--- src/rtl/cpu_types_pkg.sv ---
// Shared core types: machine word and the fetch-stage state encoding.
package cpu_types_pkg;
  typedef logic [31:0] word_t;

  typedef enum logic [1:0] {FETCH, HOLD, DRAIN, HALTED} fetch_state_t;

  localparam word_t PC_INIT_DEF = 32'h0000_0000;

  // Branch/jump targets are always word aligned.
  function automatic word_t align_pc(input word_t a);
    return {a[31:2], 2'b00};
  endfunction
endpackage

--- src/rtl/fetch_hold_buf.sv ---
// One-entry skid register holding a fetched instruction and its PC+4
// while IF/ID is stalled.
module fetch_hold_buf
  import cpu_types_pkg::*;
(
  input  logic  clk_i,
  input  logic  rst_ni,
  input  logic  load_i,
  input  logic  clear_i,
  input  word_t instr_i,
  input  word_t pc4_i,
  output word_t instr_o,
  output word_t pc4_o
);
  word_t instr_q, pc4_q;

  always_ff @(posedge clk_i) begin
    if (!rst_ni || clear_i) begin
      instr_q <= '0;
      pc4_q   <= '0;
    end else if (load_i) begin
      instr_q <= instr_i;
      pc4_q   <= pc4_i;
    end
  end

  assign instr_o = instr_q;
  assign pc4_o   = pc4_q;
endmodule

--- src/rtl/fetch_stage.sv ---
// MIPS instruction-fetch stage: PC, icache request, IF/ID handoff, and
// handling of misses, stalls, redirects and halt.
module fetch_stage
  import cpu_types_pkg::*;
#(
  parameter word_t PC_INIT = PC_INIT_DEF
) (
  input  logic  CLK,
  input  logic  nRST,
  input  logic  ihit,
  input  word_t imemload,
  output logic  iREN,
  output word_t imemaddr,
  input  logic  stall,
  input  logic  redirect,
  input  word_t redirect_pc,
  input  logic  halt,
  output word_t instr_o,
  output word_t pc_4_o,
  output logic  if_valid,
  output word_t fetch_count
);
  fetch_state_t state_q, state_d;
  word_t        pc_q, pc_d, pend_q, pend_d, cnt_q, cnt_d;
  word_t        pc_plus4, tgt, hold_instr, hold_pc4;
  logic         hold_ld, hold_clr;

  assign pc_plus4 = pc_q + 32'd4;
  assign tgt      = align_pc(redirect_pc);

  fetch_hold_buf u_hold (
    .clk_i   (CLK),
    .rst_ni  (nRST),
    .load_i  (hold_ld),
    .clear_i (hold_clr),
    .instr_i (imemload),
    .pc4_i   (pc_plus4),
    .instr_o (hold_instr),
    .pc4_o   (hold_pc4)
  );

  always_comb begin
    state_d  = state_q;
    pc_d     = pc_q;
    pend_d   = pend_q;
    cnt_d    = cnt_q;
    hold_ld  = 1'b0;
    hold_clr = 1'b0;
    iREN     = 1'b0;
    imemaddr = pc_q;
    instr_o  = '0;
    pc_4_o   = '0;
    if_valid = 1'b0;
    unique case (state_q)
      FETCH: begin
        iREN    = 1'b1;
        instr_o = imemload;
        pc_4_o  = pc_plus4;
        if (halt) begin
          state_d = HALTED;
        end else if (redirect) begin
          // A hit under redirect is a wrong-path word: drop it.
          if (ihit) pc_d = tgt;
          else begin
            pend_d  = tgt;
            state_d = DRAIN;
          end
        end else if (ihit) begin
          if_valid = 1'b1;
          pc_d     = pc_plus4;
          if (stall) begin
            hold_ld = 1'b1;
            state_d = HOLD;
          end else begin
            cnt_d = cnt_q + 32'd1;
          end
        end
      end
      HOLD: begin
        instr_o = hold_instr;
        pc_4_o  = hold_pc4;
        if (halt) begin
          hold_clr = 1'b1;
          state_d  = HALTED;
        end else if (redirect) begin
          pc_d    = tgt;
          state_d = FETCH;
        end else begin
          if_valid = 1'b1;
          if (!stall) begin
            cnt_d   = cnt_q + 32'd1;
            state_d = FETCH;
          end
        end
      end
      DRAIN: begin
        // Keep the old request up so the outstanding miss can retire.
        iREN = 1'b1;
        if (halt) begin
          state_d = HALTED;
        end else if (redirect) begin
          if (ihit) begin
            pc_d    = tgt;
            state_d = FETCH;
          end else begin
            pend_d = tgt;
          end
        end else if (ihit) begin
          pc_d    = pend_q;
          state_d = FETCH;
        end
      end
      HALTED: ;
      default: state_d = FETCH;
    endcase
  end

  always_ff @(posedge CLK) begin
    if (!nRST) begin
      state_q <= FETCH;
      pc_q    <= PC_INIT;
      pend_q  <= '0;
      cnt_q   <= '0;
    end else begin
      state_q <= state_d;
      pc_q    <= pc_d;
      pend_q  <= pend_d;
      cnt_q   <= cnt_d;
    end
  end

  assign fetch_count = cnt_q;
endmodule
--- config.mk ---
export PLATFORM = sky130hd
export DESIGN_NAME = fetch_stage
export DESIGN_NICKNAME = d
export VERILOG_FILES = /design/src/rtl/cpu_types_pkg.sv /design/src/rtl/fetch_hold_buf.sv /design/src/rtl/fetch_stage.sv
export SDC_FILE = /design/constraint.sdc
export NUM_CORES = 1
export LEC_CHECK = 0
export ABC_AREA = 1
export BUFFER_PORTS_ARGS = -buffer_cell sky130_fd_sc_hd__buf_2
export CORE_MARGIN = 2
export CORE_UTILIZATION = 40
export CTS_CLUSTER_SIZE = 10
export DETAILED_ROUTE_END_ITERATION = 12
export GPL_ROUTABILITY_DRIVEN = 0
export SYNTH_ARGS = -nofsm -noshare
export SYNTH_HDL_FRONTEND = slang
export SYNTH_SLANG_ARGS = --single-unit
--- constraint.sdc ---
create_clock -name CLK -period 3.7 [get_ports CLK]
set_input_delay 0.185 -clock CLK [delete_from_list [all_inputs] [get_ports CLK]]
set_output_delay 0.185 -clock CLK [all_outputs]
set_load 0.1 [all_outputs]
* Word-level counts from Yosys, hierarchy flattened
Cells that the tools add are included.
** Operators by class
- $add $sub $neg :: 2
- Equality and inequality tests :: 16
- Multiplexer cells :: 44
- Bitwise gates (word level) :: 2
- Reduce and logical (&&, ||, !) cells :: 10
** Operator list (number)
- 32-bit 2-to-1 mux :: 15
- 32-bit one-hot mux with 2 select lines :: 3
- 32-bit one-hot mux with 3 select lines :: 1
- 32-bit by 1-bit adder with 32-bit output, second input constant :: 1
- 32-bit by 3-bit adder with 32-bit output, second input constant :: 1
- 2-bit 2-to-1 mux :: 10
- 4-bit != test, second input constant :: 4
- 2-bit != test, second input constant :: 7
- 1-bit 2-to-1 mux :: 13
- 6-bit AND reduction :: 2
- 3-bit != test, second input constant :: 3
- 7-bit AND reduction :: 1
- 2-bit one-hot mux with 3 select lines :: 1
- 4-bit AND reduction :: 1
- 3-bit nonzero test :: 1
- 2-bit by 1-bit == test with 1-bit output, second input constant :: 1
- 2-bit == test, second input constant :: 1
- 2-bit logical NOT :: 1
- 1-bit NOT :: 2
- 1-bit one-hot mux with 2 select lines :: 1
- 2-bit nonzero test :: 1
- 2-bit OR reduction :: 1
- 1-bit logical NOT :: 1
- 1-bit logical OR :: 1
** Storage, ports and cells
- Register bits after elaboration :: 160
- Input port bits :: 70
- Output and inout bits :: 130
- Word-level logic and storage cells :: 80

* Depth between registers and ports, before layout
Gate-level depths: netlist of run 1.
- Depth in word-level cells :: 6
- Depth in mapped cells :: 13
- Gate-level depth less buffers :: 12

* By module
From an unflattened synthesis of run 1, not the netlist that was laid out.
** Unflattened totals
- Cell total of the unflattened synthesis :: 1385
- Area total of the unflattened synthesis :: 9452.8 um2
** Modules (own cells, without submodules)
- fetch_stage :: times used 1, cells an instance 1107, area an instance 6880.3 um2, sequential area each 1921.8 um2
- fetch_hold_buf :: times used 1, cells an instance 278, area an instance 2572.5 um2, sequential area each 1281.2 um2

* Worst setup path before layout of run 1
OpenSTA, ideal clock, no wires.
- Kind :: register -> output
- Start :: register pc_q[2], in the netlist imemaddr[2]
- End :: output pc_4_o[24]
- Arrival time :: 4151 ps
- Required time :: 3515 ps
- Slack :: -636 ps
- Cell stages (with the launch flop) :: 10
- Buffers on the path :: 0
- Cell sequence :: dfxtp_1 > ha_1 > nand2_1 > inv_1 > nand3_1 > nor2_4 > nand2_1 > nand2_1 > nand2_1 > o21ai_0
** Between the ends
- Longest elaborated chain between the ends :: 2
** Ends and longest elaborated chain
- from (decl) :: line fetch_stage.sv:24 : word_t pc_q, pc_d, pend_q, pend_d, cnt_q, cnt_d;
- from (signal assigned) :: line fetch_stage.sv:126 : pc_q <= pc_d;
- 32-bit by 3-bit adder with 32-bit output :: line fetch_stage.sv:28 : assign pc_plus4 = pc_q + 32'd4;
- 32-bit one-hot mux with 2 select lines :: line fetch_stage.sv:54 : unique case (state_q)
- to (decl) :: line fetch_stage.sv:19 : output word_t pc_4_o,
Every way passes these cells.

* Worst setup path after layout of run 1
- Start :: register state_q[0]
- End :: register pc_q[28], in the netlist imemaddr[28]
** Between the ends
- Longest elaborated chain between the ends :: 3
- Elaborated cells between the ends (all ways) :: 12
- Those cells by class :: 8 x eq/ne; 1 x mux; 3 x reduce/logical
** Ends and longest elaborated chain
- from (decl) :: line fetch_stage.sv:23 : fetch_state_t state_q, state_d;
- from (signal assigned) :: line fetch_stage.sv:125 : state_q <= state_d;
- 2-bit == test (tied with other cells) :: line fetch_stage.sv:54
- 3-bit != test (no source line) (tied with other cells)
- 7-bit AND reduction (no source line)
Parallel ways exist; a longest one is shown, timed or not.
A chain may end at the register's enable or synchronous reset.

==> summary.md, run 1 <==
* PortBufs: 197
* maximum buffer depth of the clock tree: 2
* Setup Crit Path Kind: reg -> reg
* Residual DRC: 0
* type of the worst min-delay path: in -> reg
* critical path capture point type: register
* Area contributors post-synth: sky130_fd_sc_hd__dfxtp_1 (33%), sky130_fd_sc_hd__nand2_1 (14%), sky130_fd_sc_hd__a21oi_1 (11%)
* antenna violations before repair: 0
* number of flops mapped to enable cells by yosys: 0
* clock buffers created by TritonCTS: 17
* maximum capacitance violations: 0
* remaining global-route overflow: 0
* terminus of the critical flop-to-flop path: imemaddr[28]
* global-route wire length before repair: 49.01 mm
* Reg-to-Reg Start: state_q[0]
* CP Launch Type: register
* final antenna-violating net count: 0
* final sum of negative setup slack: 0 ps
* hold violation count in the final report: 0
* full die area: 25290 um^2
* arrival time of data at the critical path endpoint: 3200 ps
* P_leak: 4.904 nW
* number of diodes: 0
* dominant cell type by count on the critical path: sky130_fd_sc_hd__inv_1
* count of hold buffers inserted by post-cts repair: 0
* clock-pin transition on the worst setup and hold timing paths: 70 ps
* Detailed Route WL: 31.14 mm
* actual slew at the worst max-slew pin: 1105 ps
* starting density of the core: 0.4083
* post-synth top area share: 0.3332
* half-perimeter wire length after placement: 21.86 mm
* worst-case register-to-register setup slack: 850 ps
* end point of the worst hold path: u_hold.instr_o[27]
* unrepaired setup endpoints after global routing: false
* length of the first detailed-routing pass in iterations: 5
* Synth async-reset ratio: 0
* filler instances: 2454
* synth-to-layout area growth: 18.22%
* post-detailed-route wirelength per cell: 15.49 um
* commonest cells in the synthesized netlist: sky130_fd_sc_hd__nand2_1 (370), sky130_fd_sc_hd__a21oi_1 (203), sky130_fd_sc_hd__inv_1 (203)
* Warnings, synthesis: 0
* worst stage delay on the critical path: 600 ps
* worst relative slew slack: 0.2627
* maximum vdd ir drop: 442.8 uV
* maximum clock frequency: 350.3 MHz
* mean number of vias per cell: 5.120
* Worst setup startpoint: state_q[0]
* post-CTS setup buffers: 0
* vias in the first global route: 8806
* Detailed Route Iter0 Violations: 1189
* number of cells in the finished layout apart from fillers: 2010
* worst hold path depth: 3
* row count: 56
* share of post-route cells with drive strength above 1: 0.1851
* die height: 159.0 um
* number of distinct library cell variants in the gate-level netlist after synthesis: 42
* mean instance size in the synthesized netlist: 6.271 um^2
* Final Cycle Share: 0.7715
* Critical Path RT: 4050 ps
* ys flop type: sky130_fd_sc_hd__dfxtp_1
* TritonCTS clock tree: done
* number of cells produced by synthesis: 1533
* worst hold path startpoint: imemload[27]
* total count of max-transition violations in the final report: 0
* cell chosen for the clock root: sky130_fd_sc_hd__clkbuf_16
* area taken by flip-flops and latches: 3203 um^2
* core area: 23540 um^2
* H-tree levels: 4
* later-pin clock latency in the skew report: 430 ps
* Placement Setup Slack: 933.3 ps
* number of storage elements in the synthesis netlist: 160
* most numerous cell in the Yosys netlist: sky130_fd_sc_hd__nand2_1
* boundary pin count: 200
* floorplan die width: 159.0 um
* largest net degree at the start of global routing: 68
* synthesized cell area: 9613 um^2
* Synth area leader: sky130_fd_sc_hd__dfxtp_1
* result of the run: completed
* largest driver fanout on the critical path: 23
* Final min period: 2855 ps
* number of cells traversed by the worst register-to-register path: 10
* GRT Resource Usage Total: 0.2391
* Post-Syn Nets: 1609
* cell total after placement: 1978
* crit path max-delay cell type: sky130_fd_sc_hd__inv_1
* Multi-input gate area: 5233 um^2
* final net count: 1754
* final critical-path setup slack: 845.4 ps
* worst-case clock skew: 11.50 ps
* via count of the routed design: 10291
* power density normalized to cell area: 651.2 nW/um^2
* number of gates given a new drive strength after cts: 0
* number of sinks driven by the clock tree: 160
* chain of cells forming the critical path: inv_1 > ha_1 > inv_1 > o21ai_1 > nor2_1 > nand2_1 > inv_2 > buf_4 > o21ai_0 > a21oi_1
* end-of-flow core utilization: 0.4827
* Final setup viols: 0
* Seq/Total Area, Yosys: 0.3332
-- final cells by class --
class | count | share of cell area
clock buffer | 18 | 0.03776
clock inverter | 14 | 0.01574
inverter | 212 | 0.07002
multi-input combinational | 1073 | 0.4604
sequential | 160 | 0.2818
tap | 319 | 0.03512
timing repair buffer | 214 | 0.09909
-- worst max-delay path, delay by kind of cell (launching register included) --
kind,cells,cell delay (ps)
AOI/OAI and AO/OA,3,410
adders and majority gates,1,400
buffers and inverters,4,1330
DFF,1,410
and+or+nand+nor,2,200
-- worst max-delay path by stage --
| stage | end | cells past startpoint |
|---|---|---|
| detailed placement | imemaddr[26] | 10 |
| finish | imemaddr[28] | 10 |
| global route | imemaddr[26] | 10 |
| global placement | imemaddr[26] | 10 |
| floorplan | pc_4_o[10] | 6 |
| CTS | pc_4_o[14] | 9 |
-- through the flow --
stage	total power, mW	cell area (um^2)	hold slack (ps)
3_3_place_gp	5.535	10760	433.0
6_report	7.401	11360	59.67
2_1_floorplan	4.820	9613	378.3
3_5_place_dp	5.547	10760	437.1
4_1_cts	7.421	11360	50.32
5_1_grt	7.742	11360	53.80
-- report_power, final --
group	total, mW	switching (mW)	internal (mW)
Sequential	2.09	0.222	1.87
Combinational	3.44	2.84	0.605
Clock	1.87	0.789	1.08
-- layer usage --
| layer | vias up | routed length [um] | global-route usage |
|---|---|---|---|
| li1 | 5240 | - | - |
| met1 | 4662 | 16220 | 0.3769 |
| met2 | 371 | 12730 | 0.3383 |
| met3 | 18 | 1921 | 0.04011 |
| met4 | 0 | 265 | 0.04669 |
| met5 | - | 0 | 0 |
-- state kept, by name, indices dropped and copies added, names as in the netlist --
name,flops
u_hold.pc4_o,32
pend_q,30
fetch_count,32
imemaddr,32
state_q,2
u_hold.instr_o,32
-- logic make-up (layout without fill, tap and decap cells) --
| kind of cell | count (synthesis) | count (layout) | share of synthesized area |
|---|---|---|---|
| flip-flops | 160 | 160 | 0.3332 |
| adder cells (fa/ha/maj) | 6 | 6 | 0.007809 |
| AO/OA/AOI/OAI | 455 | 455 | 0.2451 |
| AND/OR/NAND/NOR | 588 | 588 | 0.2657 |
| XOR/XNOR | 24 | 24 | 0.02499 |
| buffers and inverters | 300 | 458 | 0.1233 |
-- layout by cell type (no fill, tap or decap), drive strengths merged, types with 14 or more instances in the layout --
cell type	count
clkbuf	18
a31oi	14
nor3	22
nand2	379
o21ai	209
nor2	105
o22ai	14
a21oi	205
xor2	22
nand3	55
inv	218
dfxtp	160
buf	214
No activity file was read; power rests on OpenSTA's default activity.
==> run 2: changes to the inputs <==
--- a/config.mk
+++ b/config.mk
@@ -5,7 +5,7 @@
 export SDC_FILE = /design/constraint.sdc
 export NUM_CORES = 1
 export LEC_CHECK = 0
-export ABC_AREA = 1
+export ABC_AREA = 0
 export BUFFER_PORTS_ARGS = -buffer_cell sky130_fd_sc_hd__buf_2
 export CORE_MARGIN = 2
 export CORE_UTILIZATION = 40
==> constraint.sdc (replaced) <==
create_clock -name CLK -period 2.4 [get_ports CLK]
set_input_delay 0.12 -clock CLK [delete_from_list [all_inputs] [get_ports CLK]]
set_output_delay 0.12 -clock CLK [all_outputs]
set_load 0.1 [all_outputs]
==> run 2 against run 1 <==
The flow now finishes with violations (setup timing). Utilization is 12 points higher. Wire length is 0.67% higher. Via count is 5.7% lower. Non-clock buffer count up 142. First-iteration DRC count decreased by 27%. Power grew 50%. Clock skew up 1.3 ps. Clock power is 51% higher. Highest routed layer unchanged.
==> summary.md, run 2 <==
* switching pwr: 5.129 mW, +33%
* vias in the first global route: 8800, -0.068%
* maximum buffer depth of the clock tree: 2, unchanged
* synthesized cell area: 8997 um^2, -6.4%
* commonest non-fill, non-tap cell in the layout: sky130_fd_sc_hd__nand2_1
* antenna violations before repair: 0, unchanged
* PortBufs: 197, unchanged
* Post-Syn Nets: 1230, -24%
* Design Power: 11.08 mW, +50%
* register share of total power: 0.279, -0.004
* starting density of the core: 0.4097, +0.001421
* Detailed Route WL: 31.35 mm, +0.67%
* Final Cycle Share: 1.025
* critical path capture point type: output port
* type of the worst min-delay path: in -> reg
* Clock power frac: 0.255, +0.003
* Internal Dissipation: 5.953 mW, +68%
* number of cells in the finished layout apart from fillers: 1716, -15%
* share of post-route cells with drive strength above 1: 0.3377, +0.1526
* TritonCTS clock tree: done
* number of distinct library cell variants in the gate-level netlist after synthesis: 71, +69%
* number of cells produced by synthesis: 1154, -25%
* Final setup viols: 5, +5
* number of storage elements in the synthesis netlist: 160, unchanged
* floorplan die width: 154.0 um, -3.2%
* cell total after placement: 1580, -20%
* via count of the routed design: 9705, -5.7%
* length of the first detailed-routing pass in iterations: 6, +1
* Detailed Route Iter0 Violations: 869, -27%
* worst relative slew slack: 0.6093, +0.3466
* GRT Resource Usage Total: 0.2509, +0.01179
* most numerous cell in the Yosys netlist: sky130_fd_sc_hd__nand2_1
* number of sinks driven by the clock tree: 160, unchanged
* result of the run: finished, violations left
* highest-count cells in the layout ignoring fill and taps: sky130_fd_sc_hd__nand2_1 (189), sky130_fd_sc_hd__buf_2 (139), sky130_fd_sc_hd__dfxtp_1 (123)
* remaining global-route overflow: 0, unchanged
* actual slew at the worst max-slew pin: 579.9 ps, -524.8 ps
* filler instances: 1899, -23%
* power density normalized to cell area: 838.9 nW/um^2, +29%
* synthesized-area fraction occupied by xor and xnor cells: 0.05159, +0.02660
* post-detailed-route wirelength per cell: 18.27 um, +18%
* post-synth top area share: 0.3560, +0.02280
* mux share of post-synthesis cell area: 0.02587, +0.02587
* boundary pin count: 200, unchanged
* final antenna-violating net count: 0, unchanged
* clock-pin transition on the worst setup and hold timing paths: 70 ps, about the same
* switching portion of total power: 0.4628, -0.05751
* Warnings, synthesis: 0, unchanged
* mean number of vias per cell: 5.656, +10%
* later-pin clock latency in the skew report: 440 ps, about the same
* Synth async-reset ratio: 0, unchanged
* largest family of logic cells by synthesized area: compound AO/OA/AOI/OAI gates
* Residual DRC: 0, unchanged
* Placement Setup Slack: 157.5 ps, -775.8 ps
* Setup Crit Path Kind: reg -> out
* post-synthesis adder-cell area fraction: 0.008344, +0.0005343
* part of the power in combinational logic: 0.465, about the same
* number of flops mapped to enable cells by yosys: 0, unchanged
* core area: 21960 um^2, -6.7%
* Area contributors post-synth: sky130_fd_sc_hd__dfxtp_1 (36%), sky130_fd_sc_hd__nand2_1 (8.0%), sky130_fd_sc_hd__a22o_1 (6.1%)
* cell chosen for the clock root: sky130_fd_sc_hd__clkbuf_16
* maximum clock frequency: 406.6 MHz
* Final min period: 2459 ps
* P_leak: 5.301 nW, +8.1%
* arrival time of data at the critical path endpoint: 2340 ps, -860 ps
* violations in the final reports: setup timing
* H-tree levels: 4, unchanged
* unrepaired setup endpoints after global routing: true
* global-route wire length before repair: 48.12 mm, -1.8%
* maximum capacitance violations: 0, unchanged
* CP Launch Type: register
* mean instance size in the synthesized netlist: 7.797 um^2, +24%
* area post-placement: 11330 um^2, +5.3%
* half-perimeter wire length after placement: 20.85 mm, -4.6%
* ys flop type: sky130_fd_sc_hd__dfxtp_1
* area of all placed cells without fillers: 13210 um^2, +16%
* worst-case clock skew: 12.80 ps, +1.304 ps
* full die area: 23710 um^2, -6.2%
* Synth area leader: sky130_fd_sc_hd__dfxtp_1
* total count of max-transition violations in the final report: 0, unchanged
* largest net degree at the start of global routing: 64, -5.9%
* number of diodes: 0, unchanged
* final net count: 1499, -15%
* commonest cells in the synthesized netlist: sky130_fd_sc_hd__nand2_1 (192), sky130_fd_sc_hd__dfxtp_1 (160), sky130_fd_sc_hd__a21oi_1 (109)
* final sum of negative setup slack: -187.7 ps, -187.7 ps
* Simple-Gate Fraction of Synth Area: 0.2407, -0.02493
* clock buffers created by TritonCTS: 17, unchanged
* row count: 54, -3.6%
* largest driver fanout on the critical path: 8, -65%
* Hold Slack: 151.8 ps, +92.15 ps
* final critical-path setup slack: -59.46 ps, -904.9 ps
* end-of-flow core utilization: 0.6016, +0.1189
* Critical Path RT: 2280 ps, -1770 ps
* maximum vdd ir drop: 471.4 uV, +6.5%
* Seq/Total Area, Yosys: 0.3560, +0.02280
* synth-to-layout area growth: 46.82%
* hold violation count in the final report: 0, unchanged
* area fraction in compound gates after synthesis: 0.2578, +0.01274
* die height: 154.0 um, -3.2%
-- run 2: changes by cell type in the layout (fill, tap and decap cells not counted), moves of 45 or more --
| cell | previous run | this run |
|---|---|---|
| sky130_fd_sc_hd__a22o_2 | 0 | 45 |
| sky130_fd_sc_hd__inv_1 | 203 | 18 |
| sky130_fd_sc_hd__buf_2 | 197 | 139 |
| sky130_fd_sc_hd__a21oi_1 | 203 | 109 |
| sky130_fd_sc_hd__o21ai_0 | 192 | 33 |
| sky130_fd_sc_hd__nand2_1 | 370 | 189 |
| sky130_fd_sc_hd__buf_4 | 16 | 86 |
| sky130_fd_sc_hd__buf_12 | 1 | 55 |
| sky130_fd_sc_hd__dlygate4sd3_1 | 0 | 62 |
-- run 2: worst paths after layout --
check                                     start         endpoint  slack (ps)  depth (start not counted)
worst min register to register  u_hold.pc4_o[3]  u_hold.pc4_o[3]         450                          2
worst min-delay path                       nRST     imemaddr[15]         150                          2
worst max-delay path               imemaddr[12]       pc_4_o[31]         -60                          7
worst max register to register       state_q[1]     imemaddr[22]         150                          9
-- run 2: layer usage --
metal	up-vias	wire length (um)	share of wire	GRT usage
li1	4700	-	-	-
met3	48	2284	0.073	0.04340
met1	4543	14130	0.45	0.3441
met4	0	642	0.020	0.07610
met5	-	0	0	0
met2	414	14290	0.46	0.4042
-- run 2: worst max-delay path, cell delays in order (launching register included) --
cell and delay (ps):
sky130_fd_sc_hd__dfxtp_4 410, sky130_fd_sc_hd__nand4_1 190, sky130_fd_sc_hd__buf_4 210, sky130_fd_sc_hd__nor3_4 270
sky130_fd_sc_hd__and4_4 300, sky130_fd_sc_hd__xor2_4 210, sky130_fd_sc_hd__a22o_4 150, sky130_fd_sc_hd__buf_12 160
-- run 2: logic make-up (layout without fill, tap and decap cells) --
group / count (synthesis) / count (layout)
compound gates: 340 / 340
mux: 22 / 22
simple gates: 447 / 447
buf+inv: 126 / 408
fa+ha+maj: 6 / 6
xor+xnor: 53 / 53
flops: 160 / 160
-- run 2: layout make-up --
cell class,count,area (um^2),share of cell area
Clock buffer,17,425.4,0.03220
Clock inverter,15,182.7,0.01383
Inverter,20,77.57,0.005872
Multi-Input combinational cell,868,5687,0.4305
Sequential cell,160,3292,0.2492
Tap cell,280,350.3,0.02652
Timing Repair Buffer,356,3196,0.2419
-- run 2: power by group through the flow --
stage               registers (mW)  clock network (mW)  logic, mW
detailed placement            3.15                   0       4.80
CTS                           3.08                2.90       4.97
floorplan                     3.76                   0       2.73
global route                  3.12                2.99       5.36
global placement              3.15                   0       4.78
finish                        3.10                2.83       5.15
-- run 2: timing repair --
action	4_1_cts	5_1_grt
hold buffers	62	0
cloned	0	1
pin swaps	13	14
buffers inserted	20	22
hold endpoints to repair	62	0
endpoints found under the setup margin	20	24
gates resized for setup	30	33
==> run 3: changes to the inputs <==
--- a/config.mk
+++ b/config.mk
@@ -5,13 +5,14 @@
 export SDC_FILE = /design/constraint.sdc
 export NUM_CORES = 1
 export LEC_CHECK = 0
-export ABC_AREA = 0
+export ABC_AREA = 1
 export BUFFER_PORTS_ARGS = -buffer_cell sky130_fd_sc_hd__buf_2
 export CORE_MARGIN = 2
 export CORE_UTILIZATION = 40
 export CTS_CLUSTER_SIZE = 10
 export DETAILED_ROUTE_END_ITERATION = 12
 export GPL_ROUTABILITY_DRIVEN = 0
+export HOLD_SLACK_MARGIN = 0.12
 export SYNTH_ARGS = -nofsm -noshare
 export SYNTH_HDL_FRONTEND = slang
 export SYNTH_SLANG_ARGS = --single-unit
==> run 3 against run 2 <==
Cell count rose by 22%. Utilization decreased by 2.5 points. Critical path depth increased by 2. The run now ends clean. Power up 14%. Critical endpoint is now pc_4_o[12]. Combinational power is 27% higher. Register-to-register slack hardly changed. Clock power grew 2%.
==> summary.md, run 3 (synthesis gave the netlist of run 1 again) <==
* result of the run: completed
* worst relative slew slack: 0.5258, -0.08355
* critical path capture point type: output port
* type of the worst min-delay path: in -> reg
* Final min period: 2297 ps, -162.9 ps
* length of the first detailed-routing pass in iterations: 5, -1
* GRT Resource Usage Total: 0.2475, -0.003410
* total count of max-transition violations in the final report: 0, unchanged
* hold violation count in the final report: 0, unchanged
* number of cells traversed by the worst register-to-register path: 8, -1
* Final Cycle Share: 0.9569, -0.06789
* starting density of the core: 0.4083, -0.001421
* maximum clock frequency: 435.4 MHz, +7.1%
* power density normalized to cell area: 931.3 nW/um^2, +11%
* half-perimeter wire length after placement: 22.93 mm, +10%
* global-route wire length before repair: 51.04 mm, +6.1%
* Critical Path RT: 2280 ps, about the same
* Reg-to-Reg Start: state_q[1]
* Final setup viols: 0, -5
* clock buffers created by TritonCTS: 17, unchanged
* antenna violations before repair: 0, unchanged
* Residual DRC: 0, unchanged
* Worst setup startpoint: imemaddr[2]
* worst hold path depth: 4, +2
* maximum buffer depth of the clock tree: 2, unchanged
* number of diodes: 0, unchanged
* worst hold path startpoint: stall
* core area: 23540 um^2, +7.2%
* PortBufs: 197, unchanged
* remaining global-route overflow: 0, unchanged
* full die area: 25290 um^2, +6.7%
* clock-pin transition on the worst setup and hold timing paths: 70 ps, about the same
* share of post-route cells with drive strength above 1: 0.2393, -0.09844
* P_leak: 5.635 nW, +6.3%
* CP Launch Type: register
* die height: 159.0 um, +3.3%
* grt met3 use: 0.04350, +0.00009618
* actual slew at the worst max-slew pin: 703.9 ps, +124.0 ps
* maximum capacitance violations: 0, unchanged
* H-tree levels: 4, unchanged
* synth-to-layout area growth: 41.29%
* Detailed Route WL: 31.91 mm, +1.8%
* post-detailed-route wirelength per cell: 15.23 um, -17%
* row count: 56, +3.7%
* met1 track demand over resource: 0.3704, +0.02634
* busiest layer in global routing: met1
* TritonCTS clock tree: done
* unrepaired setup endpoints after global routing: true
* Setup Crit Path Kind: reg -> out
* final net count: 1839, +23%
* later-pin clock latency in the skew report: 430 ps, about the same
* boundary pin count: 200, unchanged
* arrival time of data at the critical path endpoint: 2180 ps, -160 ps
* floorplan die width: 159.0 um, +3.3%
* Hold Slack: 198.1 ps, +46.26 ps
* vias in the first global route: 9388, +6.7%
* via count of the routed design: 10609, +9.3%
* commonest non-fill, non-tap cell in the layout: sky130_fd_sc_hd__nand2_1
* worst-case clock skew: 10.93 ps, -1.871 ps
* Detailed Route Iter0 Violations: 1165, +34%
* largest driver fanout on the critical path: 5, -3
* highest-count cells in the layout ignoring fill and taps: sky130_fd_sc_hd__nand2_1 (365), sky130_fd_sc_hd__inv_1 (203), sky130_fd_sc_hd__a21oi_1 (203)
* maximum vdd ir drop: 905.0 uV, +92%
* mean number of vias per cell: 5.064, -10%
* largest net degree at the start of global routing: 68, +6.3%
* Design Power: 12.65 mW, +14%
* number of sinks driven by the clock tree: 160, unchanged
* cell chosen for the clock root: sky130_fd_sc_hd__clkbuf_16
* final antenna-violating net count: 0, unchanged
* M2 GR Usage: 0.3700, -0.03427
==> run 3: cell types whose count changed in the layout (fill, tap and decap cells not counted), moves of 45 or more <==
cell / change
sky130_fd_sc_hd__a21oi_1: +94
sky130_fd_sc_hd__a22o_2: -45
sky130_fd_sc_hd__buf_4: -50
sky130_fd_sc_hd__inv_1: +185
sky130_fd_sc_hd__nand2_1: +176
sky130_fd_sc_hd__o21ai_0: +114
sky130_fd_sc_hd__o21ai_2: +45
==> run 3: stage by stage <==
stage	TNS (ps)	cell area, um^2	utilization	setup slack (ps)	std cells
final	0	13580	0.5769	103.5	2095
after global routing	-1.216	13580	0.5769	-1.216	2095
after CTS	0	13470	0.5723	12.57	2090
after detailed placement	0	12200	0.5182	116.7	1996
after global placement	0	12200	0.5182	217.5	1996
after floorplan	-5761	9903	-	-747.5	1533
==> run 3: worst max-delay path, cell delays in order (launching register included) <==
cell                      delay [ps]
sky130_fd_sc_hd__dfxtp_4         380
sky130_fd_sc_hd__ha_1            190
sky130_fd_sc_hd__nand2_2          90
sky130_fd_sc_hd__nor2_4          150
sky130_fd_sc_hd__nand2_4         120
sky130_fd_sc_hd__nor2_4          210
sky130_fd_sc_hd__xor2_2          200
sky130_fd_sc_hd__nand2_1          90
sky130_fd_sc_hd__o21ai_2         110
sky130_fd_sc_hd__buf_12          200
==> run 3: cell type report <==
type	instances	area (um^2)
Sequential cell	160	3241
Multi-Input combinational cell	1073	5580
Clock inverter	12	158.9
Clock buffer	20	466.7
Inverter	212	797.0
Tap cell	319	399.1
Fill cell	2246	9961
Timing Repair Buffer	299	2939
==> run 3: worst paths after layout <==
| kind | end | slack (ps) |
|---|---|---|
| setup reg to reg | imemaddr[1] | 160 |
| hold reg to reg | pend_q[14] | 450 |
| setup / recovery | pc_4_o[12] | 100 |
| hold / removal | state_q[1] | 200 |
==> run 3: power by group <==
| part | switching [mW] | internal (mW) | total [mW] |
|---|---|---|---|
| Clock | 1.15 | 1.72 | 2.88 |
| Sequential | 0.327 | 2.91 | 3.24 |
| Combinational | 4.70 | 1.83 | 6.53 |
| Total | 6.18 | 6.47 | 12.6 |
==> run 3: per-layer routing <==
layer | wire length [um] | up-vias
met2 | 13610 | 401
li1 | - | 5412
met5 | 0 | -
met4 | 403 | 0
met3 | 2327 | 25
met1 | 15570 | 4771
==> run 3: repair_timing <==
action / CTS / global route
resized for setup: 5 / 18
buffers inserted: 0 / 5
pin swaps: 1 / 7
hold buffers: 62 / 0
setup endpoints to repair: 4 / 26
endpoints found under the hold margin: 66 / 0
